$ cat config.mk
export PLATFORM = sky130hd
export DESIGN_NAME = cla_pipe_addsub
export DESIGN_NICKNAME = d
export VERILOG_FILES = /design/src/rtl/cla_pipe_addsub.sv
export SDC_FILE = /design/constraint.sdc
export NUM_CORES = 1
export LEC_CHECK = 0
export CAP_MARGIN = 20
export CORE_AREA = 10 10 122 124
export CTS_CLUSTER_SIZE = 25
export DETAILED_ROUTE_END_ITERATION = 8
export DIE_AREA = 0 0 132 134
export GPL_TIMING_DRIVEN = 1
export PLACE_DENSITY_LB_ADDON = 0.08
export SETUP_SLACK_MARGIN = 0.1
export SYNTH_ARGS = -nofsm -noshare
export SYNTH_HDL_FRONTEND = slang
export SYNTH_SLANG_ARGS = --single-unit
$ cat constraint.sdc
create_clock -name clk -period 5.9 [get_ports clk]
set_input_delay 1.475 -clock clk [delete_from_list [all_inputs] [get_ports clk]]
set_output_delay 1.475 -clock clk [all_outputs]
set_load 0.05 [all_outputs]
$ cat src/rtl/cla_pipe_addsub.sv
// Pipelined carry-lookahead adder/subtractor; WIDTH split into STAGES segments, one per register stage.
// Latency: STAGES cycles from accept to out_valid; one beat per cycle while out_ready is high.
// Backpressure: whole pipeline (data and valid, bubbles included) freezes while out_valid && !out_ready.
// Optional feature: define CLA_PIPE_SAT_EN to saturate Sum on signed overflow.
module cla_pipe_addsub #(
    parameter int WIDTH  = 32,
    parameter int STAGES = 2
) (
    input  logic             clk,
    input  logic             rst,
    input  logic             in_valid,
    output logic             in_ready,
    input  logic [WIDTH-1:0] A,
    input  logic [WIDTH-1:0] B,
    input  logic             Cin,
    input  logic             sub,
    output logic             out_valid,
    input  logic             out_ready,
    output logic [WIDTH-1:0] Sum,
    output logic             Cout,
    output logic             Ovf,
    output logic             Zero
);

    localparam int SEG = WIDTH / STAGES;
    localparam int GRP = SEG / 4;
    localparam int L   = STAGES - 1;

    // One segment built from 4-bit CLA groups; group carries chained through group P/G.
    function automatic logic [SEG:0] cla_seg(input logic [SEG-1:0] a,
                                             input logic [SEG-1:0] b,
                                             input logic           cin);
        logic [SEG-1:0] p;
        logic [SEG-1:0] g;
        logic [SEG-1:0] s;
        logic [GRP:0]   gc;
        logic [3:0]     gp;
        logic [3:0]     gg;
        logic [3:0]     c;
        logic           grp_g;
        logic           grp_p;
        p     = a ^ b;
        g     = a & b;
        s     = '0;
        gc    = '0;
        gc[0] = cin;
        for (int j = 0; j < GRP; j++) begin
            gp    = p[4*j +: 4];
            gg    = g[4*j +: 4];
            c[0]  = gc[j];
            c[1]  = gg[0] | (gp[0] & c[0]);
            c[2]  = gg[1] | (gp[1] & gg[0]) | (gp[1] & gp[0] & c[0]);
            c[3]  = gg[2] | (gp[2] & gg[1]) | (gp[2] & gp[1] & gg[0])
                  | (gp[2] & gp[1] & gp[0] & c[0]);
            grp_g = gg[3] | (gp[3] & gg[2]) | (gp[3] & gp[2] & gg[1])
                  | (gp[3] & gp[2] & gp[1] & gg[0]);
            grp_p = &gp;
            gc[j+1]      = grp_g | (grp_p & gc[j]);
            s[4*j +: 4]  = gp ^ c;
        end
        return {gc[GRP], s};
    endfunction

    // Stage registers: operands (skewed upper bits), partial sum, segment carry, valid.
    logic [WIDTH-1:0] a_q   [STAGES];
    logic [WIDTH-1:0] b_q   [STAGES];
    logic [WIDTH-1:0] s_q   [STAGES];
    logic             c_q   [STAGES];
    logic             v_q   [STAGES];
    logic             ovf_q;
    logic             zero_q;

    // Per-stage inputs and results.
    logic [WIDTH-1:0] a_in  [STAGES];
    logic [WIDTH-1:0] b_in  [STAGES];
    logic [WIDTH-1:0] s_in  [STAGES];
    logic             c_in  [STAGES];
    logic             v_in  [STAGES];
    logic [WIDTH-1:0] nxt_s [STAGES];
    logic             nxt_c [STAGES];
    logic [WIDTH-1:0] fin_sum;
    logic             fin_ovf;
    logic             fin_zero;
    logic             advance;

    assign advance   = out_ready || !v_q[L];
    assign in_ready  = advance;
    assign out_valid = v_q[L];
    assign Sum       = s_q[L];
    assign Cout      = c_q[L];
    assign Ovf       = ovf_q;
    assign Zero      = zero_q;

    // Stage inputs: stage 0 takes the ports (B inverted, carry forced to 1 when subtracting).
    always_comb begin
        a_in[0] = A;
        b_in[0] = sub ? ~B : B;
        c_in[0] = sub | Cin;
        s_in[0] = '0;
        v_in[0] = in_valid;
        for (int k = 1; k < STAGES; k++) begin
            a_in[k] = a_q[k-1];
            b_in[k] = b_q[k-1];
            c_in[k] = c_q[k-1];
            s_in[k] = s_q[k-1];
            v_in[k] = v_q[k-1];
        end
    end

    // Each stage resolves exactly its own segment and merges it into the partial sum.
    always_comb begin
        logic [SEG:0] seg_r;
        seg_r = '0;
        for (int k = 0; k < STAGES; k++) begin
            seg_r    = cla_seg(a_in[k][k*SEG +: SEG], b_in[k][k*SEG +: SEG], c_in[k]);
            nxt_s[k] = s_in[k];
            nxt_s[k][k*SEG +: SEG] = seg_r[SEG-1:0];
            nxt_c[k] = seg_r[SEG];
        end
    end

    // Final stage flags: signed overflow from operand/result signs, optional saturation, zero detect.
    always_comb begin
        fin_ovf = (a_in[L][WIDTH-1] == b_in[L][WIDTH-1]) &&
                  (nxt_s[L][WIDTH-1] != a_in[L][WIDTH-1]);
        fin_sum = nxt_s[L];
`ifdef CLA_PIPE_SAT_EN
        if (fin_ovf) begin
            fin_sum = a_in[L][WIDTH-1] ? {1'b1, {(WIDTH-1){1'b0}}}
                                       : {1'b0, {(WIDTH-1){1'b1}}};
        end
`endif
        fin_zero = (fin_sum == '0);
    end

    // Pipeline advance: everything moves together or everything holds; reset drops in-flight beats.
    always_ff @(posedge clk) begin
        if (rst) begin
            for (int k = 0; k < STAGES; k++) begin
                a_q[k] <= '0;
                b_q[k] <= '0;
                s_q[k] <= '0;
                c_q[k] <= 1'b0;
                v_q[k] <= 1'b0;
            end
            ovf_q  <= 1'b0;
            zero_q <= 1'b0;
        end else if (advance) begin
            for (int k = 0; k < STAGES; k++) begin
                a_q[k] <= a_in[k];
                b_q[k] <= b_in[k];
                s_q[k] <= nxt_s[k];
                c_q[k] <= nxt_c[k];
                v_q[k] <= v_in[k];
            end
            s_q[L] <= fin_sum;
            ovf_q  <= fin_ovf;
            zero_q <= fin_zero;
        end
    end

endmodule

* Yosys cells after proc, flatten, opt, wreduce, memory -nomap -nowiden
Memory sizes are Yosys's and may differ from the RTL's.
Cells that the tools add are included.
W data, S select, Z words.
** Word-level totals
- Register bits :: 2
- Memory bits (writable) :: 196
- Memories :: 5
- Output and inout port bits :: 37
- Bits of input ports :: 70
** Operators by class
- Multiplexer cells :: 17
- Reduce and logical (&&, ||, !) cells :: 12
- Eq/ne operators :: 2
- Bitwise gates (word level) :: 225
** Memories
- a_q :: depth 2, width 32, read ports 1, clocked after Yosys merged registers in 0, write ports 2, line 65 : logic [WIDTH-1:0] a_q [STAGES];
- b_q :: depth 2, width 32, read ports 1, clocked after Yosys merged registers in 0, write ports 2, line 66 : logic [WIDTH-1:0] b_q [STAGES];
- s_q :: depth 2, width 32, read ports 2, clocked after Yosys merged registers in 0, write ports 2, line 67 : logic [WIDTH-1:0] s_q [STAGES];
- c_q :: depth 2, width 1, read ports 2, clocked after Yosys merged registers in 0, write ports 2, line 68 : logic c_q [STAGES];
- v_q :: depth 2, width 1, read ports 2, clocked after Yosys merged registers in 0, write ports 2, line 69 : logic v_q [STAGES];
** Operator list (number)
- $mux W32 :: 8
- $and A1 B1 Y1 :: 120
- $or A1 B1 Y1 :: 92
- $and A16 B16 Y16 :: 2
- $logic_not A32 Y1 :: 1
- $not A32 Y32 :: 1
- $reduce_and A4 Y1 :: 8
- $xor A16 B16 Y16 :: 2
- $xor A4 B4 Y4 :: 8
- $mux W1 :: 9
- $eq A1 B1 Y1 :: 1
- $logic_and A1 B1 Y1 :: 1
- $logic_not A1 Y1 :: 1
- $logic_or A1 B1 Y1 :: 1
- $ne A1 B1 Y1 :: 1

* Logic depth before layout (Yosys ltp)
- Depth in word-level cells :: 16
- Depth in mapped cells :: 13
- Mapped depth without buffers :: 13

* Worst setup path after synthesis
Ideal clock, no wire load.
- Path type :: input to register
- Start :: in sub
- End :: mem s_q[0][8], data pin
- Path buffers :: 2
- Required time :: 5.759 ns
- Stages on the path :: 11
- Data arrival time :: 4.095 ns
- Path slack :: 1.663 ns
- Cell sequence :: buf_2 > buf_1 > xor2_1 > ha_1 > and4_1 > a211oi_1 > a21boi_1 > or2_2 > a21oi_1 > fa_1 > nor2_1
** RTL lines
- from (decl) :: line 16 : input logic sub,
- to (decl) :: line 67

* Worst setup path after layout
- Start :: in out_ready
- End :: out in_ready
** Between the ends
- Cells in the longest elaborated chain, start to end :: 1
** RTL lines
- from (decl) :: line 18 : input logic out_ready,
- $logic_or A1 B1 Y1 :: line 86 : assign advance = out_ready || !v_q[L];
- to (decl) :: line 12 : output logic in_ready,
Every way passes these cells.

==> impl_summary.md <==
Outcome
The run finished with clean final reports.

Synth
The number of enable-type register cells in the synthesized netlist is 84. The synthesized netlist devotes 14.76% of its cell area to simple gates. Of the synthesized area, sequential elements account for ~53%.

After technology mapping, the gate count stands at 406. After synthesis, the largest family of logic cells by area is simple AND/OR/NAND/NOR gates. The synthesized netlist devotes a little under 8% of its cell area to compound gates. Of all flip-flops after synthesis, the portion carrying an async set or reset was 0%.

The number of synthesized register bits is 86. Summing the areas of all fa, ha and maj instances in the mapped netlist gives 11.56% of the synthesized area. After Yosys synthesis, XOR and XNOR cells account for 9.755% of the synthesized area. The post-synthesis net count is 516. For this run, the leading register cell type out of synthesis is edfxtp_1.

The Yosys warning count is 0. The mean instance size in the synthesized netlist is 11.94 sq um. The post-synth design cell area is between 4000 and 5000 sq um.

The number of library cell types mapped by synthesis is slightly above 50. The multiplexer share of the synthesized area is 0.4129%.

CTS
The CTS sink count is 86. The count of instances resized after the clock tree is built is 0. The number of clock buffers added by TritonCTS is 9. The maximum buffer depth of the clock tree is 2. The root buffer selected by CTS is clkbuf_16. The later pin in the worst-skew pair is clocked with a latency of about 330 ps. In this run, post-CTS hold repair placed 0 buffers. The CTS H-tree depth is 3. The post-CTS setup buffer count is 0. TritonCTS built the clock tree. Clock-pin slew was measured on the worst setup and hold paths at 60 ps.

Critical path
The type of element capturing the critical path is an output pin. The internal reg-to-reg setup slack is 2070 ps. The gate family responsible for the most delay along the worst path is buffers and inverters.

At the worst endpoint, the required time is 4430 ps. The number of buffer and inverter stages on the critical path is 2. The number of cells on the worst reg-to-reg path is 13.

Data on the critical path arrives at its endpoint at 2910 ps. The biggest cell delay along the critical path is 830 ps. For this design, the slowest cell found on the critical path is clkdlybuf4s50_1. The count of cell instances traversed by the critical path is 3. In this run the critical register-to-register path is captured at Zero$_SDFFE_PP0P_. The category of the critical setup timing path is input pin to output pin. Along the worst path, the maximum fanout reaches 4. The startpoint identified for the worst register-to-register timing path is a_q[0][16]$_SDFFCE_PN0P_. Counting stages on the worst path, the most repeated cell is clkdlybuf4s50_1. The kind of start point of the critical path is an input pin. The critical path goes through clkdlybuf4s50_1 > nand2b_1 > clkdlybuf4s50_1.

Global route
The number of antenna violations at the first check in global routing is 0. The pin count of the biggest net entering global routing is 46. The global routing met3 resource utilization is 3.398%. The global routing stage identified its most utilized layer as met2.

The number of global-route vias before repair is ~3.6k. The met2 routing resource usage after global routing is a little over a fifth. The total global routing overflow is 0. Global routing used between 10% and 20% of the available met1 tracks. The first-pass GRT wire length is 18460 microns. Across every metal layer, demand over resource in global routing totals 13.10%.

Floorplanning
The floorplan step set the die height to around 130 microns. The area of the placeable core is 12470 sq um. The x dimension of the die is 132 microns. Row generation in the floorplan step produced between 40 and 50 rows. The floorplan step defined a die boundary enclosing 17690 sq um. The I/O pin total is 107. Once the floorplan was initialized, standard cells occupied 38.89% of the core.

Route
The initial DRC count is 289. The detailed-route wire length per cell is 16.19 microns. The total wire length after detailed routing is 11140 microns.

In the routed design, unresolved DRC markers number 0. Summing over every cut layer, the via total after detailed routing is ~3.3k. Once detail routing completed, the nets flagged for antenna violations numbered 0. The first detailed-routing pass took 6 iterations. Using the TritonRoute via totals, the vias-per-cell ratio works out to 4.811.

Finish
The final cell count without fillers is between 600 and 700. The fraction of layout cells with a size suffix above 1 is 5.620%. After filler insertion, the fill cell instance count of the layout stands at around 1.1k. From synthesis to final layout, the design area changed by 30.63%. The final layout contains 621 nets.

The diode insertion count for antenna repair is 0.

Timing
The count of pins over their slew limit was 0. For the finished layout, the period the worst path requires is 4389 ps. The headroom to the max-slew limit is 36.11%. In the post-route analysis, the smallest setup slack over all paths is 1511 ps. The share of the clock period used by the worst path is 74.39%. The final-report setup violation count is 0.

At the pin with the least slew margin, the transition time is 958.3 ps. Setup repair after global routing left no endpoint under its margin. Setup total negative slack on the finished layout was measured at 0 ps. Static timing analysis puts the maximum clock frequency at 227.8 MHz. For the final database, setup skew stands at roughly 4.9 ps. The count of endpoints failing hold in the final timing report came to 0.

Worst hold path
The startpoint identified for the worst hold timing path is Ovf$_SDFFE_PP0P_. The path with the worst hold slack has its endpoint at Ovf$_SDFFE_PP0P_. The number of cells on the worst hold path is 2.

The type of the worst min-delay path is register to register.

Place
The minimum setup slack after placement is 1401 ps. The number of port buffers is 106. The number of cells after detailed placement is 672. The HPWL after detailed placement is 8596 microns.

At the end of routability-driven placement, the weighted congestion stood at around 0.84.

Flow run
The number of max-capacitance violations reported is 0.

Pwr
Power spread over the standard cell area amounts to 285.5 nW/um^2. In this run the static leakage power is 2.561 nW. VDD sags by at most approximately 120 uV.
==> worst max-delay path by stage <==
| stage | startpoint | to | slack (ps) |
|---|---|---|---|
| 6_report | out_ready | in_ready | 1510 |
| 5_1_grt | out_ready | in_ready | 1470 |
| 4_1_cts | out_ready | in_ready | 1510 |
| 3_5_place_dp | sub | s_q[0][15]$_SDFFCE_PN0P_ | 1400 |
| 3_3_place_gp | sub | s_q[0][15]$_SDFFCE_PN0P_ | 1480 |
| 2_1_floorplan | sub | s_q[0][8]$_SDFFCE_PN0P_ | 1660 |
==> state kept, by name, summed over array words and instances (netlist names) <==
register	flops
s_q	48
a_q	16
b_q	16
c_q	2
v_q	2
Ovf	1
Zero	1
==> through the flow <==
step / hold WS (ps) / power (mW) / area, sq um / utilization, %
after floorplan: 496.7 / 1.148 / 4848 / -
after global placement: 443.4 / 1.323 / 6076 / 48.74
after detailed placement: 451.7 / 1.329 / 6076 / 48.74
after CTS: 465.1 / 1.828 / 6334 / 50.81
after global routing: 495.4 / 1.912 / 6334 / 50.81
final: 457.6 / 1.808 / 6334 / 50.81
==> where the power goes <==
part / switching (mW) / internal, mW
Sequential: 0.0330 / 0.761
Combinational: 0.298 / 0.216
Clock: 0.219 / 0.280
==> cell type report <==
class / instances / area, sq um / area share [%]
Sequential cell: 86 / 2562 / 40.46
Multi-Input combinational cell: 287 / 2151 / 33.96
Timing Repair Buffer: 109 / 1079 / 17.03
Clock buffer: 10 / 229.0 / 3.615
Tap cell: 172 / 215.2 / 3.398
Inverter: 18 / 68.82 / 1.087
Clock inverter: 6 / 28.78 / 0.4544
==> cell usage after synthesis, drive strengths merged, types with 3 or more instances <==
cell    number  share of area (%)
a211oi       3               0.46
a21o         7                1.1
a21oi       11                1.3
and2        38                4.9
and3         3               0.41
buf          7               0.88
clkbuf       8               0.62
edfxtp      84                 52
fa           8                3.3
ha          32                8.3
inv         18                1.4
nand2       13                1.0
nand2b       5               0.65
nand4        3               0.39
nor2        54                4.2
nor3         5               0.52
nor4         7                1.0
o21a         3               0.46
o21ai       11                1.1
xnor2       30                5.4
xor2        24                4.3
==> cell families after synthesis <==
group	count (synthesis)
xor gates and xnor gates	54
adders and majority gates	40
DFF	86
muxes	2
AOI/OAI and AO/OA	52
buffers and inverters	33
and+or+nand+nor	139
==> worst min-delay path, delay by kind of cell (launching register included) <==
kind	cells	cell delay, ps
and+or+nand+nor	1	50
AOI/OAI and AO/OA	1	50
DFF	1	320
==> layout by cell type (no fill, tap or decap), types with 8 or more instances in the layout <==
master / count
a21oi_1: 9
and2_1: 38
clkbuf_16: 9
clkdlybuf4s50_1: 105
edfxtp_1: 84
fa_1: 8
ha_1: 32
inv_1: 17
nand2_1: 13
nor2_1: 54
xnor2_1: 30
xor2_1: 24
==> metal layers <==
layer  wire, microns  share of wire [%]
met1            5010                 45
met2            5279                 47
met3             558                5.0
met4             292                2.6
met5               0                  0
Note: power is estimated with default switching activity, not from simulation.
